File: config.mk
export PLATFORM = sky130hd
export DESIGN_NAME = count_request_scheduler
export DESIGN_NICKNAME = d
export VERILOG_FILES = /design/src/rtl/count_request_scheduler_pkg.sv /design/src/rtl/count_request_scheduler_updown_step_counter.sv /design/src/rtl/count_request_scheduler.sv
export SDC_FILE = /design/constraint.sdc
export NUM_CORES = 1
export LEC_CHECK = 0
export CAP_MARGIN = 20
export CORE_ASPECT_RATIO = 1.4
export CORE_MARGIN = 2
export CORE_UTILIZATION = 35
export CTS_BUF_LIST = sky130_fd_sc_hd__clkbuf_16
export DETAILED_ROUTE_END_ITERATION = 16
export PLACE_DENSITY_LB_ADDON = 0.25
export SYNTH_ARGS = -nofsm -noshare
export SYNTH_HDL_FRONTEND = slang
export SYNTH_SLANG_ARGS = --single-unit
File: constraint.sdc
create_clock -name Clock -period 1.88 [get_ports Clock]
set_input_delay 0.282 -clock Clock [delete_from_list [all_inputs] [get_ports Clock]]
set_output_delay 0.282 -clock Clock [all_outputs]
set_load 0.05 [all_outputs]
File: src/rtl/count_request_scheduler_pkg.sv
// Shared constants for the two-requester up/down count scheduler:
// one-hot FSM encoding, default widths and direction/selector encodings.
package count_request_scheduler_pkg;

  localparam int WIDTH_DEF  = 2;
  localparam int STEP_W_DEF = 3;

  localparam logic UP   = 1'b1;
  localparam logic DOWN = 1'b0;

  // Requester selector used for the winner and last-served registers
  localparam logic SEL_A = 1'b0;
  localparam logic SEL_B = 1'b1;

  typedef enum logic [2:0] {
    IDLE = 3'b001,
    STEP = 3'b010,
    DONE = 3'b100
  } state_e;

endpackage

File: src/rtl/count_request_scheduler_updown_step_counter.sv
// Shared Count register: moves one step per enabled cycle, wrapping
// modulo 2^WIDTH in either direction.
module updown_step_counter
  import count_request_scheduler_pkg::*;
#(
  parameter int WIDTH = WIDTH_DEF
) (
  input  logic             Clock,
  input  logic             Reset,
  input  logic             En,
  input  logic             Dir,
  output logic [WIDTH-1:0] Count
);

  logic [WIDTH-1:0] count_r;

  // Count register; natural unsigned overflow gives the wrap
  always_ff @(posedge Clock) begin
    if (Reset) begin
      count_r <= {WIDTH{1'b0}};
    end else if (En) begin
      if (Dir == UP) begin
        count_r <= count_r + WIDTH'(1);
      end else begin
        count_r <= count_r - WIDTH'(1);
      end
    end else begin
      count_r <= count_r;
    end
  end

  assign Count = count_r;

endmodule

File: src/rtl/count_request_scheduler.sv
// Arbitrates two step-count requesters onto one shared up/down counter,
// alternating on ties and reporting grant, completion and busy status.
module count_request_scheduler
  import count_request_scheduler_pkg::*;
#(
  parameter int WIDTH  = WIDTH_DEF,
  parameter int STEP_W = STEP_W_DEF
) (
  input  logic              Clock,
  input  logic              Reset,
  input  logic              Req_A,
  input  logic              Dir_A,
  input  logic [STEP_W-1:0] Steps_A,
  input  logic              Req_B,
  input  logic              Dir_B,
  input  logic [STEP_W-1:0] Steps_B,
  output logic              Grant_A,
  output logic              Grant_B,
  output logic              Done_A,
  output logic              Done_B,
  output logic              Busy,
  output logic [WIDTH-1:0]  Count
);

  state_e            state_r, state_nxt_s;
  logic              winner_r, winner_nxt_s;
  logic              last_r, last_nxt_s;
  logic              dir_r, dir_nxt_s;
  logic [STEP_W-1:0] rem_r, rem_nxt_s;
  logic              pick_b_s;
  logic [STEP_W-1:0] sel_steps_s;
  logic              in_service_s;
  logic              grant_a_nxt_s, grant_b_nxt_s;
  logic              done_a_nxt_s, done_b_nxt_s, busy_nxt_s;
  logic              grant_a_r, grant_b_r, done_a_r, done_b_r, busy_r;

  // State register and job context; last-served resets to B so A wins the first tie
  always_ff @(posedge Clock) begin
    if (Reset) begin
      state_r  <= IDLE;
      winner_r <= SEL_A;
      last_r   <= SEL_B;
      dir_r    <= DOWN;
      rem_r    <= {STEP_W{1'b0}};
    end else begin
      state_r  <= state_nxt_s;
      winner_r <= winner_nxt_s;
      last_r   <= last_nxt_s;
      dir_r    <= dir_nxt_s;
      rem_r    <= rem_nxt_s;
    end
  end

  // Next-state, arbitration and remaining-step bookkeeping
  always_comb begin
    pick_b_s     = Req_B && (!Req_A || (last_r == SEL_A));
    sel_steps_s  = pick_b_s ? Steps_B : Steps_A;
    state_nxt_s  = state_r;
    winner_nxt_s = winner_r;
    last_nxt_s   = last_r;
    dir_nxt_s    = dir_r;
    rem_nxt_s    = rem_r;
    case (state_r)
      IDLE: begin
        if (Req_A || Req_B) begin
          winner_nxt_s = pick_b_s ? SEL_B : SEL_A;
          last_nxt_s   = pick_b_s ? SEL_B : SEL_A;
          dir_nxt_s    = pick_b_s ? Dir_B : Dir_A;
          rem_nxt_s    = sel_steps_s;
          state_nxt_s  = (sel_steps_s != {STEP_W{1'b0}}) ? STEP : DONE;
        end else begin
          state_nxt_s = IDLE;
        end
      end
      STEP: begin
        rem_nxt_s = rem_r - STEP_W'(1);
        if (rem_r == STEP_W'(1)) begin
          state_nxt_s = DONE;
        end else begin
          state_nxt_s = STEP;
        end
      end
      DONE: begin
        state_nxt_s = IDLE;
      end
      default: begin
        state_nxt_s = IDLE;
      end
    endcase
  end

  // Output decode from the next state so status flops line up with state_r
  always_comb begin
    in_service_s  = (state_nxt_s == STEP) || (state_nxt_s == DONE);
    grant_a_nxt_s = in_service_s && (winner_nxt_s == SEL_A);
    grant_b_nxt_s = in_service_s && (winner_nxt_s == SEL_B);
    done_a_nxt_s  = (state_nxt_s == DONE) && (winner_nxt_s == SEL_A);
    done_b_nxt_s  = (state_nxt_s == DONE) && (winner_nxt_s == SEL_B);
    busy_nxt_s    = (state_nxt_s != IDLE);
  end

  // Registered status outputs
  always_ff @(posedge Clock) begin
    if (Reset) begin
      grant_a_r <= 1'b0;
      grant_b_r <= 1'b0;
      done_a_r  <= 1'b0;
      done_b_r  <= 1'b0;
      busy_r    <= 1'b0;
    end else begin
      grant_a_r <= grant_a_nxt_s;
      grant_b_r <= grant_b_nxt_s;
      done_a_r  <= done_a_nxt_s;
      done_b_r  <= done_b_nxt_s;
      busy_r    <= busy_nxt_s;
    end
  end

  assign Grant_A = grant_a_r;
  assign Grant_B = grant_b_r;
  assign Done_A  = done_a_r;
  assign Done_B  = done_b_r;
  assign Busy    = busy_r;

  updown_step_counter #(
    .WIDTH (WIDTH)
  ) u_counter (
    .Clock (Clock),
    .Reset (Reset),
    .En    (state_r == STEP),
    .Dir   (dir_r),
    .Count (Count)
  );

endmodule

== Word level (Yosys, flattened, before mapping) ==
Cells that the tools add are included.

* Add/sub/neg operators: 3
* Eq/ne operators: 7
* Mux-type cells: 12
* Bitwise operators: 2
* Reduce and logical (&&, ||, !) cells: 13

{| class="wikitable"
|+ Operator list
! cell !! number
|-
| 3-bit two-way mux || 5
|-
| 3-bit case mux with 2 select lines || 2
|-
| 3-bit by 1-bit equality test with 1-bit output, second input constant || 2
|-
| 3-bit by 2-bit equality test with 1-bit output, second input constant || 2
|-
| 1-bit logical AND || 5
|-
| 1-bit two-way mux || 4
|-
| 2-bit AND reduction || 2
|-
| 3-bit equality test, second input constant || 1
|-
| 1-bit logical OR || 3
|-
| 3-bit by 1-bit != test with 1-bit output, second input constant || 1
|-
| 3-bit nonzero test || 1
|-
| 3-bit by 1-bit subtractor with 3-bit output, second input constant || 1
|-
| 2-bit by 1-bit adder with 2-bit output, second input constant || 1
|-
| 2-bit two-way mux || 1
|-
| 2-bit != test, second input constant || 1
|-
| 1-bit NOT || 2
|-
| 2-bit nonzero test || 1
|-
| 2-bit by 1-bit subtractor with 2-bit output, second input constant || 1
|-
| 1-bit zero test || 1
|}

* Register bits: 16
* Word-level logic and storage cells: 48

== Depth between registers and ports, before layout ==
* Depth in word-level cells: 11
* Depth in mapped cells: 5
* Depth with buffers taken out: 5

== Cells and area by module ==
From an unflattened synthesis, not the netlist that was laid out.

* Cell total of the unflattened synthesis: 73
* Area total of the unflattened synthesis: 719.4 sq um

{| class="wikitable"
|+ Modules (own cells, without submodules)
! module !! instances !! cells each !! area an instance (sq um)
|-
| count_request_scheduler || 1 || 64 || 634.4
|-
| updown_step_counter || 1 || 9 || 85.1
|}

== Worst setup path after synthesis ==
Ideal clock, no wire load.

* Path type: register to register
* Start point: register last_r
* End point: register rem_r[0]
* Library setup time: 135 ps
* Arrival time: 1097 ps
* Required time: 1745 ps
* Path slack: 649 ps
* Stages on the path, launching flop included: 5
* Cells stage by stage: dfxtp_1 a21boi_4 mux2_2 a22oi_1 a21oi_1

* Longest elaborated chain between the ends: 6

{| class="wikitable"
|+ RTL lines
! what !! line !! RTL
|-
| from (decl) || count_request_scheduler.sv:27 || <nowiki>logic last_r, last_nxt_s;</nowiki>
|-
| from (signal assigned) || count_request_scheduler.sv:48 || <nowiki>last_r <= last_nxt_s;</nowiki>
|-
| 1-bit NOT || count_request_scheduler.sv:56 || <nowiki>pick_b_s = Req_B && (!Req_A || (last_r == SEL_A));</nowiki>
|-
| 1-bit logical OR || count_request_scheduler.sv:56 ||
|-
| 1-bit logical AND || count_request_scheduler.sv:56 ||
|-
| 3-bit two-way mux || count_request_scheduler.sv:57 || <nowiki>sel_steps_s = pick_b_s ? Steps_B : Steps_A;</nowiki>
|-
| 3-bit two-way mux || count_request_scheduler.sv:65 || <nowiki>if (Req_A || Req_B) begin</nowiki>
|-
| 3-bit case mux with 2 select lines || count_request_scheduler.sv:63 || <nowiki>case (state_r)</nowiki>
|-
| to (signal assigned) || count_request_scheduler.sv:44 || <nowiki>rem_r <= {STEP_W{1'b0}};</nowiki>
|-
| to (signal assigned) || count_request_scheduler.sv:50 || <nowiki>rem_r <= rem_nxt_s;</nowiki>
|-
| to (decl) || count_request_scheduler.sv:29 || <nowiki>logic [STEP_W-1:0] rem_r, rem_nxt_s;</nowiki>
|}

No other way between the ends. The select of a mux whose other input is x is not followed.
A chain may end at the register's enable or synchronous reset.

== Final worst setup path ==
* Start point: register u_counter.count_r[1], in the netlist u_counter.Count[1]
* End point: output Count[1]

{| class="wikitable"
|+ RTL lines
! what !! line !! RTL
|-
| from (decl) || count_request_scheduler_updown_step_counter.sv:15 || <nowiki>logic [WIDTH-1:0] count_r;</nowiki>
|-
| from (signal assigned) || count_request_scheduler_updown_step_counter.sv:20 || <nowiki>count_r <= {WIDTH{1'b0}};</nowiki>
|-
| from (signal assigned) || count_request_scheduler_updown_step_counter.sv:23 || <nowiki>count_r <= count_r + WIDTH'(1);</nowiki>
|-
| from (signal assigned) || count_request_scheduler_updown_step_counter.sv:25 || <nowiki>count_r <= count_r - WIDTH'(1);</nowiki>
|-
| to (decl) || count_request_scheduler.sv:22 || <nowiki>output logic [WIDTH-1:0] Count</nowiki>
|}

No word-level cell between the ends.

==> flow_summary.json <==
{
  "timing.rr.start": "last_r",
  "r2r_slack_ns": 0.54,
  "drc": 0,
  "leakage_nw": 0.400,
  "vias": 626,
  "grt_max_degree": 12,
  "netlist_instances": 73,
  "clockRootBuffer": "clkbuf_16",
  "fin_skew_ns": 0.000985,
  "post_dp_cell_area_um2": 956,
  "fin_cells": 118,
  "die_area_um2": 2480,
  "synth_async_sr_flop_share_pct": 0,
  "port_buffers": 18,
  "antenna_found_initial": 0,
  "endpoint": "Count[1]",
  "synth_edf_count": 0,
  "setup_tns_ns": 0,
  "layout-area-overhead-vs-synth_pct": 41.1,
  "period_minus_slack_ns": 1.66,
  "ys_seq_area_share_pct": 43.7,
  "die_w_um": 42.7,
  "numCtsBuffers": 3,
  "cts_tree": "built",
  "hold_class": "register to register",
  "power.density_nw_per_um2": 1030,
  "post-route-cell-area_um2": 1030,
  "worst_slew_pin_slew_ns": 0.494,
  "status": "complete, no violations",
  "synthTopCellsByArea": "dfxtp_1, nor3b_4, mux2i_1",
  "avgSynthCellArea_um2": 10.0,
  "synth.net_count": 87,
  "path_class": "register to primary output",
  "synth.distinct_cells": 27,
  "max_stage_delay_ns": 0.80,
  "ir_drop_v": 0.000570,
  "cts.path.max_buffers": 2,
  "netlist.area_leader.share_pct": 43.7,
  "antenna_cells": 0,
  "drv_slew": 0,
  "grt_pass1_wl_um": 2620,
  "cap_viol_max_count": 0,
  "rsz0062_at_grt": "no",
  "crit_chain": "clkdlybuf4s50_1",
  "hold_ws_ns": 0.455,
  "fin_nets": 112,
  "via_per_inst": 5.31,
  "reg2reg_depth": 4,
  "critical-path-slowest-cell": "clkdlybuf4s50_1",
  "hold_buffers": 0,
  "setup_viol": 0,
  "final_common_cell": "clkdlybuf4s50_1",
  "final_cell_mix": "clkdlybuf4s50_1, dfxtp_1, nor2_1",
  "clk_latency_ns": 0.24,
  "cp-start-kind": "register",
  "initial_core_util_pct": 37.2,
  "grt-ovfl-total": 0,
  "cp_max_fo": 2,
  "cp_data_required_time_ns": 1.60,
  "placed_cells": 114,
  "max-slew-margin-rel_pct": 67.0,
  "cts_htree_levels": 1,
  "crit_buf_inv": 1,
  "fill_cells": 173,
  "path_delay_family": "buffers and inverters",
  "cp-end-kind": "primary output",
  "startpoint": "u_counter.Count[1]",
  "arrival_ns": 1.38,
  "hold_viol": 0,
  "first_iter_violations": 19,
  "drive_gt1_share_pct": 17.5,
  "fin_crit_sh_pct": 88.4,
  "synth_top_area_cell": "dfxtp_1",
  "rows": 19,
  "synth_area_um2": 733,
  "yosysWarnings": 0,
  "routed_wl_um": 1530,
  "power_w": 0.00107,
  "grtUsageTotal_pct": 14.0,
  "cts.clk_slew.worst_paths_ns": 0.05,
  "drtPass1Iterations": 4,
  "cp.depth": 1,
  "wl_per_cell_um": 12.9,
  "ant_nets": 0,
  "synth_seq_cells": 16,
  "clock-sinks": 16,
  "fmax_mhz": 602,
  "postCtsSetupBuffers": 0,
  "coreArea_um2": 1970,
  "gp_congestion": 0.866,
  "floorplan.io_pins": 19,
  "place_hpwl_um": 1160,
  "ys.flop_type": "dfxtp_1",
  "post_cts_resize_count": 0,
  "r2r-end": "rem_r[2]",
  "grt_pass1_vias": 620,
  "die_h_um": 58.2
}
[where the power goes]
| part | internal (W) | switching (W) | leakage (nW) |
|---|---|---|---|
| Combinational | 0.000124 | 0.000136 | 0.230 |
| Sequential | 0.000376 | 0.0000238 | 0.131 |
| Clock | 0.000282 | 0.000128 | 0.0385 |
[layer usage]
| metal | part of all wire [%] | GRT usage [%] |
|---|---|---|
| met1 | 42 | 15.0 |
| met2 | 49 | 24.0 |
| met3 | 4.6 | 3.43 |
| met4 | 3.5 | 8.93 |
| met5 | 0 | 0 |
[sequential cells by signal, indices dropped and copies added (netlist names)]
register         count
Busy                 1
Done_A               1
Done_B               1
Grant_A              1
Grant_B              1
dir_r                1
last_r               1
rem_r                3
state_r              3
u_counter.Count      2
winner_r             1
[synthesized netlist by cell type (3+ instances only)]
library cell,number
nor2_1,8
nand2_1,5
mux2i_1,3
inv_1,4
o22a_1,3
a21oi_1,5
dfxtp_1,16
[per-stage QoR]
step / util [%] / setup slack [ns]
floorplan: - / 0.649
global placement: 48.4 / 0.0826
detailed placement: 48.4 / 0.0686
CTS: 52.4 / 0.207
global route: 52.4 / 0.186
finish: 52.4 / 0.218
[cell families (layout without fill, tap and decap cells)]
family	after synthesis	count (layout)	synth area share (%)
buffers and inverters	5	29	2.56
AO/OA/AOI/OAI	17	17	18.8
AND/OR/NAND/NOR	25	25	20.8
XOR/XNOR	3	3	3.58
multiplexers	5	5	7.17
adder cells (fa/ha/maj)	2	2	3.41
flip-flops	16	16	43.7
[area by class of cell]
cell class              instances  area, um^2  area share [%]
flip-flops and latches         16         320            31.0
well taps                      21        26.3            2.54
inverters                       4        15.0            1.45
repair buffers                 21         200            19.3
multi-input cells              52         394            38.1
clock buffers                   3        75.1            7.26
clock inverters                 1        3.75           0.363
[worst min path at each step]
stage | endpoint | slack [ns] | cells past startpoint | start
6_report | rem_r[1] | 0.45 | 2 | rem_r[1]
5_1_grt | rem_r[1] | 0.47 | 2 | rem_r[1]
4_1_cts | rem_r[1] | 0.45 | 2 | rem_r[1]
3_5_place_dp | rem_r[1] | 0.45 | 2 | rem_r[1]
3_3_place_gp | rem_r[1] | 0.44 | 2 | rem_r[1]
2_1_floorplan | rem_r[1] | 0.43 | 2 | rem_r[1]
Note: power is estimated with default switching activity, not from simulation.
